==> config.mk <==
export PLATFORM = sky130hd
export DESIGN_NAME = alu_share_arbiter
export DESIGN_NICKNAME = d
export VERILOG_FILES = /design/src/rtl/alu_pkg.sv /design/src/rtl/alu_core.sv /design/src/rtl/alu_share_arbiter.sv
export SDC_FILE = /design/constraint.sdc
export NUM_CORES = 1
export LEC_CHECK = 0
export BUFFER_PORTS_ARGS = -buffer_cell sky130_fd_sc_hd__clkbuf_2
export CAP_MARGIN = 20
export CORE_MARGIN = 1
export CORE_UTILIZATION = 35
export CTS_BUF_LIST = sky130_fd_sc_hd__clkbuf_8
export DETAILED_ROUTE_END_ITERATION = 12
export SLEW_MARGIN = 20
export SYNTH_ARGS = -nofsm -noshare
export SYNTH_HDL_FRONTEND = slang
export SYNTH_SLANG_ARGS = --single-unit
==> constraint.sdc <==
create_clock -name clk -period 7.1 [get_ports clk]
set_input_delay 0.71 -clock clk [delete_from_list [all_inputs] [get_ports clk]]
set_output_delay 0.71 -clock clk [all_outputs]
set_load 0.005 [all_outputs]
==> src/rtl/alu_pkg.sv <==
// Shared ALU opcode definitions and output-buffer state encoding.
// Latency: n/a (definitions only).
// Backpressure: n/a (definitions only).
package alu_pkg;

   localparam int ALU_OP_W = 3;

   localparam logic [ALU_OP_W-1:0] ALU_AND  = 3'b000;
   localparam logic [ALU_OP_W-1:0] ALU_OR   = 3'b001;
   localparam logic [ALU_OP_W-1:0] ALU_XOR  = 3'b010;
   localparam logic [ALU_OP_W-1:0] ALU_NOR  = 3'b011;
   localparam logic [ALU_OP_W-1:0] ALU_ADD  = 3'b100;
   localparam logic [ALU_OP_W-1:0] ALU_SUB  = 3'b101;
   localparam logic [ALU_OP_W-1:0] ALU_SLT  = 3'b110;
   localparam logic [ALU_OP_W-1:0] ALU_RSVD = 3'b111;

   // Single-entry result buffer occupancy.
   typedef enum logic {
      BUF_EMPTY = 1'b0,
      BUF_FULL  = 1'b1
   } buf_state_t;

endpackage

==> src/rtl/alu_core.sv <==
// Combinational MIPS32-style ALU: AND/OR/XOR/NOR/ADD/SUB/SLT, reserved opcode flags err.
// Latency: 0 cycles (purely combinational).
// Backpressure: none; the caller owns all flow control.
module alu_core
   import alu_pkg::*;
#(
   parameter int WIDTH = 32
) (
   input  logic [ALU_OP_W-1:0] op,
   input  logic [WIDTH-1:0]    a,
   input  logic [WIDTH-1:0]    b,
   output logic [WIDTH-1:0]    result,
   output logic                zero,
   output logic                err
);

   // Opcode decode; arithmetic wraps, reserved opcode yields zero data with err set.
   always_comb begin
      result = '0;
      err    = 1'b0;
      case (op)
         ALU_AND: result = a & b;
         ALU_OR:  result = a | b;
         ALU_XOR: result = a ^ b;
         ALU_NOR: result = ~(a | b);
         ALU_ADD: result = a + b;
         ALU_SUB: result = a - b;
         ALU_SLT: result = {{(WIDTH-1){1'b0}}, ($signed(a) < $signed(b))};
         default: err    = 1'b1;
      endcase
   end

   assign zero = (result == '0);

endmodule

==> src/rtl/alu_share_arbiter.sv <==
// Round-robin share of one ALU between two requesters, result held in a tagged single-entry buffer.
// Latency: accept in cycle T, res_valid in T+1; one op per cycle when res_ready stays high.
// Backpressure: both readys drop while the buffer is full and res_ready is low; drain+refill same cycle.
module alu_share_arbiter
   import alu_pkg::*;
#(
   parameter int WIDTH = 32,
   parameter int CNT_W = 16
) (
   input  logic                clk,
   input  logic                reset,
   input  logic                req0_valid,
   output logic                req0_ready,
   input  logic [ALU_OP_W-1:0] req0_op,
   input  logic [WIDTH-1:0]    req0_a,
   input  logic [WIDTH-1:0]    req0_b,
   input  logic                req1_valid,
   output logic                req1_ready,
   input  logic [ALU_OP_W-1:0] req1_op,
   input  logic [WIDTH-1:0]    req1_a,
   input  logic [WIDTH-1:0]    req1_b,
   output logic                res_valid,
   input  logic                res_ready,
   output logic                res_tag,
   output logic [WIDTH-1:0]    res_data,
   output logic                res_zero,
   output logic                res_err,
   output logic [CNT_W-1:0]    ops_done
);

   buf_state_t          state;
   logic                prio;
   logic                grant;
   logic                slot_free;
   logic                accept;
   logic [ALU_OP_W-1:0] sel_op;
   logic [WIDTH-1:0]    sel_a;
   logic [WIDTH-1:0]    sel_b;
   logic [WIDTH-1:0]    alu_result;
   logic                alu_zero;
   logic                alu_err;

   // Grant: contention goes to the priority pointer, otherwise to whoever is asking.
   always_comb begin
      grant = req1_valid;
      if (req0_valid && req1_valid) begin
         grant = prio;
      end
   end

   assign res_valid  = (state == BUF_FULL);
   assign slot_free  = !res_valid || res_ready;
   assign req0_ready = slot_free && !grant;
   assign req1_ready = slot_free && grant;
   assign accept     = grant ? req1_valid && req1_ready : req0_valid && req0_ready;

   assign sel_op = grant ? req1_op : req0_op;
   assign sel_a  = grant ? req1_a  : req0_a;
   assign sel_b  = grant ? req1_b  : req0_b;

   alu_core #(
      .WIDTH(WIDTH)
   ) u_alu_core (
      .op     (sel_op),
      .a      (sel_a),
      .b      (sel_b),
      .result (alu_result),
      .zero   (alu_zero),
      .err    (alu_err)
   );

   // Output buffer FSM, priority pointer and handoff counter; buffer holds still while stalled.
   always_ff @(posedge clk) begin
      if (reset) begin
         state    <= BUF_EMPTY;
         prio     <= 1'b0;
         res_tag  <= 1'b0;
         res_data <= '0;
         res_zero <= 1'b0;
         res_err  <= 1'b0;
         ops_done <= '0;
      end else begin
         if (res_valid && res_ready) begin
            ops_done <= ops_done + CNT_W'(1);
         end
         if (accept) begin
            res_tag  <= grant;
            res_data <= alu_result;
            res_zero <= alu_zero;
            res_err  <= alu_err;
            prio     <= ~grant;
         end
         case (state)
            BUF_EMPTY: if (accept) state <= BUF_FULL;
            BUF_FULL:  if (res_ready && !accept) state <= BUF_EMPTY;
            default:   state <= BUF_EMPTY;
         endcase
      end
   end

endmodule

### Word-level counts from Yosys, hierarchy flattened

Cells that the tools add are included.
W data, S select, Z words.

* bits in registers: 53
* bits of input ports: 139

* mux-type cells: 10
* $add $sub $neg: 3
* eq/ne operators: 6
* bitwise logic cells: 6
* order comparisons: 1
* reduce and logical (&&, ||, !) cells: 14

Operators by type and width (number)
* $pmux W32 S7: 1
* $mux W32: 2
* $add A32 B32 Y32: 1
* $and A32 B32 Y32: 1
* $logic_not A32 Y1: 1
* $lt A32 B32 Y1: 1
* $not A32 Y32: 1
* $or A32 B32 Y32: 1
* $sub A32 B32 Y32: 1
* $xor A32 B32 Y32: 1
* $add A16 B1 Y16 const B: 1
* $eq A3 B3 Y1 const B: 3
* $logic_and A1 B1 Y1: 7
* $reduce_or A7 Y1: 1
* $eq A3 B2 Y1 const B: 2
* $mux W1: 5
* $eq A3 B1 Y1 const B: 1
* $logic_not A1 Y1: 3
* $logic_not A3 Y1: 1
* $mux W3: 1
* $not A1 Y1: 2
* $pmux W1 S2: 1
* $logic_or A1 B1 Y1: 1

### Longest topological paths before layout

* depth in word-level cells: 10
* gate-level depth with buffers: 21
* mapped depth without buffers: 17

### Cells and area by module

A second synthesis with hierarchy kept.

* cell total of the unflattened synthesis: 1223
* area, all modules: 8559.5 µm²

Modules (own cells, without submodules)
* alu_core: times used 1, seq. area each 0.0 µm², area each 5706.7 µm², cells an instance 900
* alu_share_arbiter: times used 1, seq. area each 1061.0 µm², area each 2852.7 µm², cells an instance 323

### Worst setup path after synthesis

Ideal clock, no wire load.

* kind: input port to flip-flop
* from: in req0_valid
* to: reg res_zero
* data required time: 7.016 ns
* path slack: 1.990 ns
* stages: 20
* buffers on the path: 4
* arrival: 5.026 ns
* path through: nand2b_2 -> buf_6 -> nand2_2 -> buf_2 -> buf_1 -> clkbuf_1 -> mux2i_1 -> inv_1 -> fa_1 -> a211oi_1 -> o21ai_1 -> a21oi_1 -> o21ai_0 -> xnor2_1 -> a221oi_1 -> and3_1 -> nand4_1 -> nor4_1 -> nand4_1 -> o31ai_2

* cells in the longest elaborated chain, start to end: 7
* elaborated cells on any way between the ends: 27

Ends and longest elaborated chain
* start: declaration: RTL line alu_share_arbiter.sv:12 `input logic req0_valid,`
* branches (longest 7 deep; another with $sub A32 B32 Y32)
* end signal: assignment: RTL line alu_share_arbiter.sv:89 `res_zero <= alu_zero;`
* end: declaration: RTL line alu_share_arbiter.sv:26 `output logic res_zero,`

Several ways; the timed one is not identified.
A chain may end at the register's enable or synchronous reset.

### Worst setup path in the final report

Same ends and word-level chain as after synthesis.

==> impl_metrics.sql <==
INSERT INTO impl_metrics (metric_group, metric, value, unit) VALUES
('global_route', 'grt_max_degree', '54', ''),
('cells_and_area', 'final_core_utilization', '40.51', '%'),
('outcome', 'status', 'finished clean', ''),
('drt', 'route.detailed.drc', '0', ''),
('logic_synthesis', 'ys_types', '102', ''),
('global_route', 'gr-usage-all-layers', '25.75', '%'),
('cells_and_area', 'fin_cells', '1784', ''),
('critical_path', 'rr_endpoint', 'res_zero', ''),
('critical_path', 'setup.worst_path.end_class', 'flop', ''),
('die', 'floorplan.die.width', '162.0', 'µm'),
('timing', 'slew_headroom', '28.91', '%'),
('clocking', 'clock-root-buffer', 'sky130_fd_sc_hd__clkbuf_8', ''),
('global_route', 'wire_length_of_the_first_global_routing_pass', '53760', 'µm'),
('cells_and_area', 'final_area', '10170', 'µm²'),
('logic_synthesis', 'synthesis_stage_register_bit_count', '53', ''),
('place', 'placedInstanceArea', '10060', 'µm²'),
('global_route', 'grt_pass1_vias', '9533', ''),
('logic_synthesis', 'synth.top_cell.area_share', '13.97', '%'),
('drt', 'wirelength', '34630', 'µm'),
('cells_and_area', 'flow.area_growth_from_synthesis', '13.57', '%'),
('logic_synthesis', 'synth_largest_area_cell', 'sky130_fd_sc_hd__ha_1', ''),
('logic_synthesis', 'ys_warnings', '0', ''),
('drt', 'ant_nets', '0', ''),
('global_route', 'gr-total-overflow', '0', ''),
('cells_and_area', 'num_antenna_cells', '0', ''),
('timing', 'finalSetupViolCount', '0', ''),
('clocking', 'cts_resized', '0', ''),
('cells_and_area', 'fill_cells', '2744', ''),
('logic_synthesis', 'yosysSeqAreaShare', '11.85', '%'),
('clocking', 'cts.sink_count', '53', ''),
('timing', 'finalClockSkew', '0.004180', 'ns'),
('critical_path', 'crit_path_frequent_cell', 'sky130_fd_sc_hd__o22ai_1', ''),
('logic_synthesis', 'synth_fp_nets', '1564', ''),
('timing', 'hold_violations', '0', ''),
('drt', 'routed-via-count', '10300', ''),
('logic_synthesis', 'synth.top_cells.by_area', 'sky130_fd_sc_hd__ha_1 14%, sky130_fd_sc_hd__dfxtp_1 12%, sky130_fd_sc_hd__nand2_1 10%, sky130_fd_sc_hd__a21oi_1 5.5%, sky130_fd_sc_hd__nor2_1 5.2%', ''),
('critical_path', 'critPathMaxStageDelay', '0.51', 'ns'),
('critical_path', 'worst_r2r_path_depth', '17', ''),
('logic_synthesis', 'syn-instance-count', '1323', ''),
('place', 'gp_routability_congestion', '0.9887', ''),
('place', 'dp_hpwl', '27070', 'µm'),
('timing', 'tightest_slew', '1.066', 'ns'),
('die', 'die_area', '26230', 'µm²'),
('critical_path', 'crit-reg2reg-launch', 'prio', ''),
('critical_path', 'arrival', '5.61', 'ns'),
('critical_path', 'worstSetupEndpoint', 'res_zero', ''),
('timing', 'achievable-frequency', '186.1', 'MHz'),
('clocking', 'cts_made_buffers', '5', ''),
('critical_path', 'worst_setup_path_class', 'input port to flop', ''),
('critical_path', 'setup.worst_path.start_class', 'input port', ''),
('drt', 'detailedRoute.firstPassIterationCount', '8', ''),
('clocking', 'post_cts.repair.setup_buffers', '0', ''),
('global_route', 'grt_antenna_before_repair', '0', ''),
('timing', 'min_period_over_period', '75.69', '%'),
('critical_path', 'critical_path.slowest_cell', 'sky130_fd_sc_hd__nor4_1', ''),
('critical_path', 'critical-path-top-delay-family', 'compound AO/OA/AOI/OAI gates', ''),
('power', 'p_leak', '0.004830', 'µW'),
('critical_path', 'timing.critical_path.fanout_max', '38', ''),
('clocking', 'worst_skew_pair.late_latency', '0.31', 'ns'),
('place', 'placement.io_buffers', '192', ''),
('power', 'ir_worst_vdd', '0.09270', 'mV'),
('die', 'std_cell_rows', '58', ''),
('critical_path', 'crit_cells', '18', ''),
('critical_path', 'critical_path.startpoint', 'req0_valid', ''),
('timing', 'finalCriticalPeriod', '5.374', 'ns'),
('clocking', 'cts_tree', 'done', ''),
('drt', 'drt-initial-drc-count', '1152', ''),
('timing', 'rsz0062_at_grt', 'no', ''),
('worst_hold_path', 'hold_class', 'flop to flop', ''),
('power', 'powerDensity', '160.0', 'nW/µm²'),
('cells_and_area', 'final_layout_size_suffix_gt1_share', '18.91', '%');
==> registers in the layout, indices dropped and copies added (netlist names) <==
signal and cells:
res_err 1, prio 1, res_zero 1, res_data 32, ops_done 16, res_valid 1, res_tag 1
==> cells in the mapped netlist (all sizes together), types with 11 or more instances <==
| library cell | n |
|---|---|
| o21ai | 73 |
| nor3 | 27 |
| nand2 | 247 |
| o211ai | 19 |
| ha | 100 |
| a211oi | 28 |
| mux2i | 25 |
| nor2 | 127 |
| nand4 | 15 |
| o31ai | 11 |
| inv | 100 |
| nand2b | 16 |
| buf | 39 |
| xnor2 | 24 |
| a21oi | 100 |
| and3 | 11 |
| nand3 | 25 |
| nor2b | 11 |
| clkbuf | 42 |
| dfxtp | 53 |
| o22ai | 11 |
| nor4 | 12 |
==> cell type report <==
class | instances | area (µm²) | area share [%]
clock buffer | 5 | 68.82 | 0.6766
clock inverter | 3 | 26.28 | 0.2583
inverter | 101 | 379.1 | 3.727
multi-input combinational | 1088 | 7159 | 70.39
sequential | 53 | 1061 | 10.43
tap | 330 | 412.9 | 4.060
timing repair buffer | 204 | 1064 | 10.46
==> worst min-delay path, stage by stage, from the launching register on <==
cell	delay [ns]
sky130_fd_sc_hd__dfxtp_1	0.32
sky130_fd_sc_hd__nand2_1	0.05
sky130_fd_sc_hd__a21oi_1	0.05
==> logic make-up after synthesis <==
kind of cell	after synthesis	share of synthesized area [%]
DFF	53	11.85
adders and majority gates	102	14.42
and+or+nand+nor	530	27.00
muxes	28	3.171
AOI/OAI and AO/OA	394	31.71
buffers and inverters	182	8.522
xor gates and xnor gates	34	3.325
==> per-stage QoR <==
stage	power, µW	setup slack, ns	hold WS [ns]
after global placement	1423	1.454	0.4464
final	1627	1.726	0.4681
after global routing	1739	1.328	0.4887
after floorplan	1094	1.990	0.4527
after detailed placement	1422	1.389	0.4503
after CTS	1603	1.713	0.4646
==> power breakdown <==
group | total [µW] | internal, µW | switching, µW
combinational | 1100 | 392 | 710
sequential | 344 | 325 | 18.9
clock | 181 | 72.0 | 109
==> metal layers <==
metal	track usage [%]	wire, µm	up-vias	share of wire [%]
li1	-	-	4958	-
met1	37.50	16130	4724	47
met2	40.25	14650	557	42
met3	2.860	3122	65	9.0
met4	5.703	722	0	2.1
met5	0	0	-	0
==> worst min-delay path by stage <==
| stage | start | to | depth (start not counted) |
|---|---|---|---|
| after detailed placement | res_data[5] | res_data[5] | 2 |
| after CTS | res_data[5] | res_data[5] | 2 |
| after floorplan | res_data[16] | res_data[16] | 2 |
| after global placement | res_data[16] | res_data[16] | 2 |
| final | res_data[5] | res_data[5] | 2 |
| after global routing | res_data[2] | res_data[2] | 2 |
==> cells in the final DEF (no fill, tap or decap), types with 11 or more instances in the layout <==
| master | n |
|---|---|
| sky130_fd_sc_hd__buf_4 | 11 |
| sky130_fd_sc_hd__o22ai_1 | 11 |
| sky130_fd_sc_hd__nor2_1 | 122 |
| sky130_fd_sc_hd__nor3_1 | 25 |
| sky130_fd_sc_hd__nand2_1 | 245 |
| sky130_fd_sc_hd__nor4_1 | 11 |
| sky130_fd_sc_hd__nand3_1 | 25 |
| sky130_fd_sc_hd__o211ai_1 | 19 |
| sky130_fd_sc_hd__o21ai_0 | 68 |
| sky130_fd_sc_hd__mux2i_1 | 25 |
| sky130_fd_sc_hd__ha_1 | 100 |
| sky130_fd_sc_hd__clkbuf_2 | 192 |
| sky130_fd_sc_hd__a21oi_1 | 98 |
| sky130_fd_sc_hd__xnor2_1 | 24 |
| sky130_fd_sc_hd__nand2b_1 | 14 |
| sky130_fd_sc_hd__nand4_1 | 15 |
| sky130_fd_sc_hd__inv_1 | 93 |
| sky130_fd_sc_hd__a211oi_1 | 24 |
| sky130_fd_sc_hd__dfxtp_1 | 53 |
No activity file was read; power rests on OpenSTA's default activity.
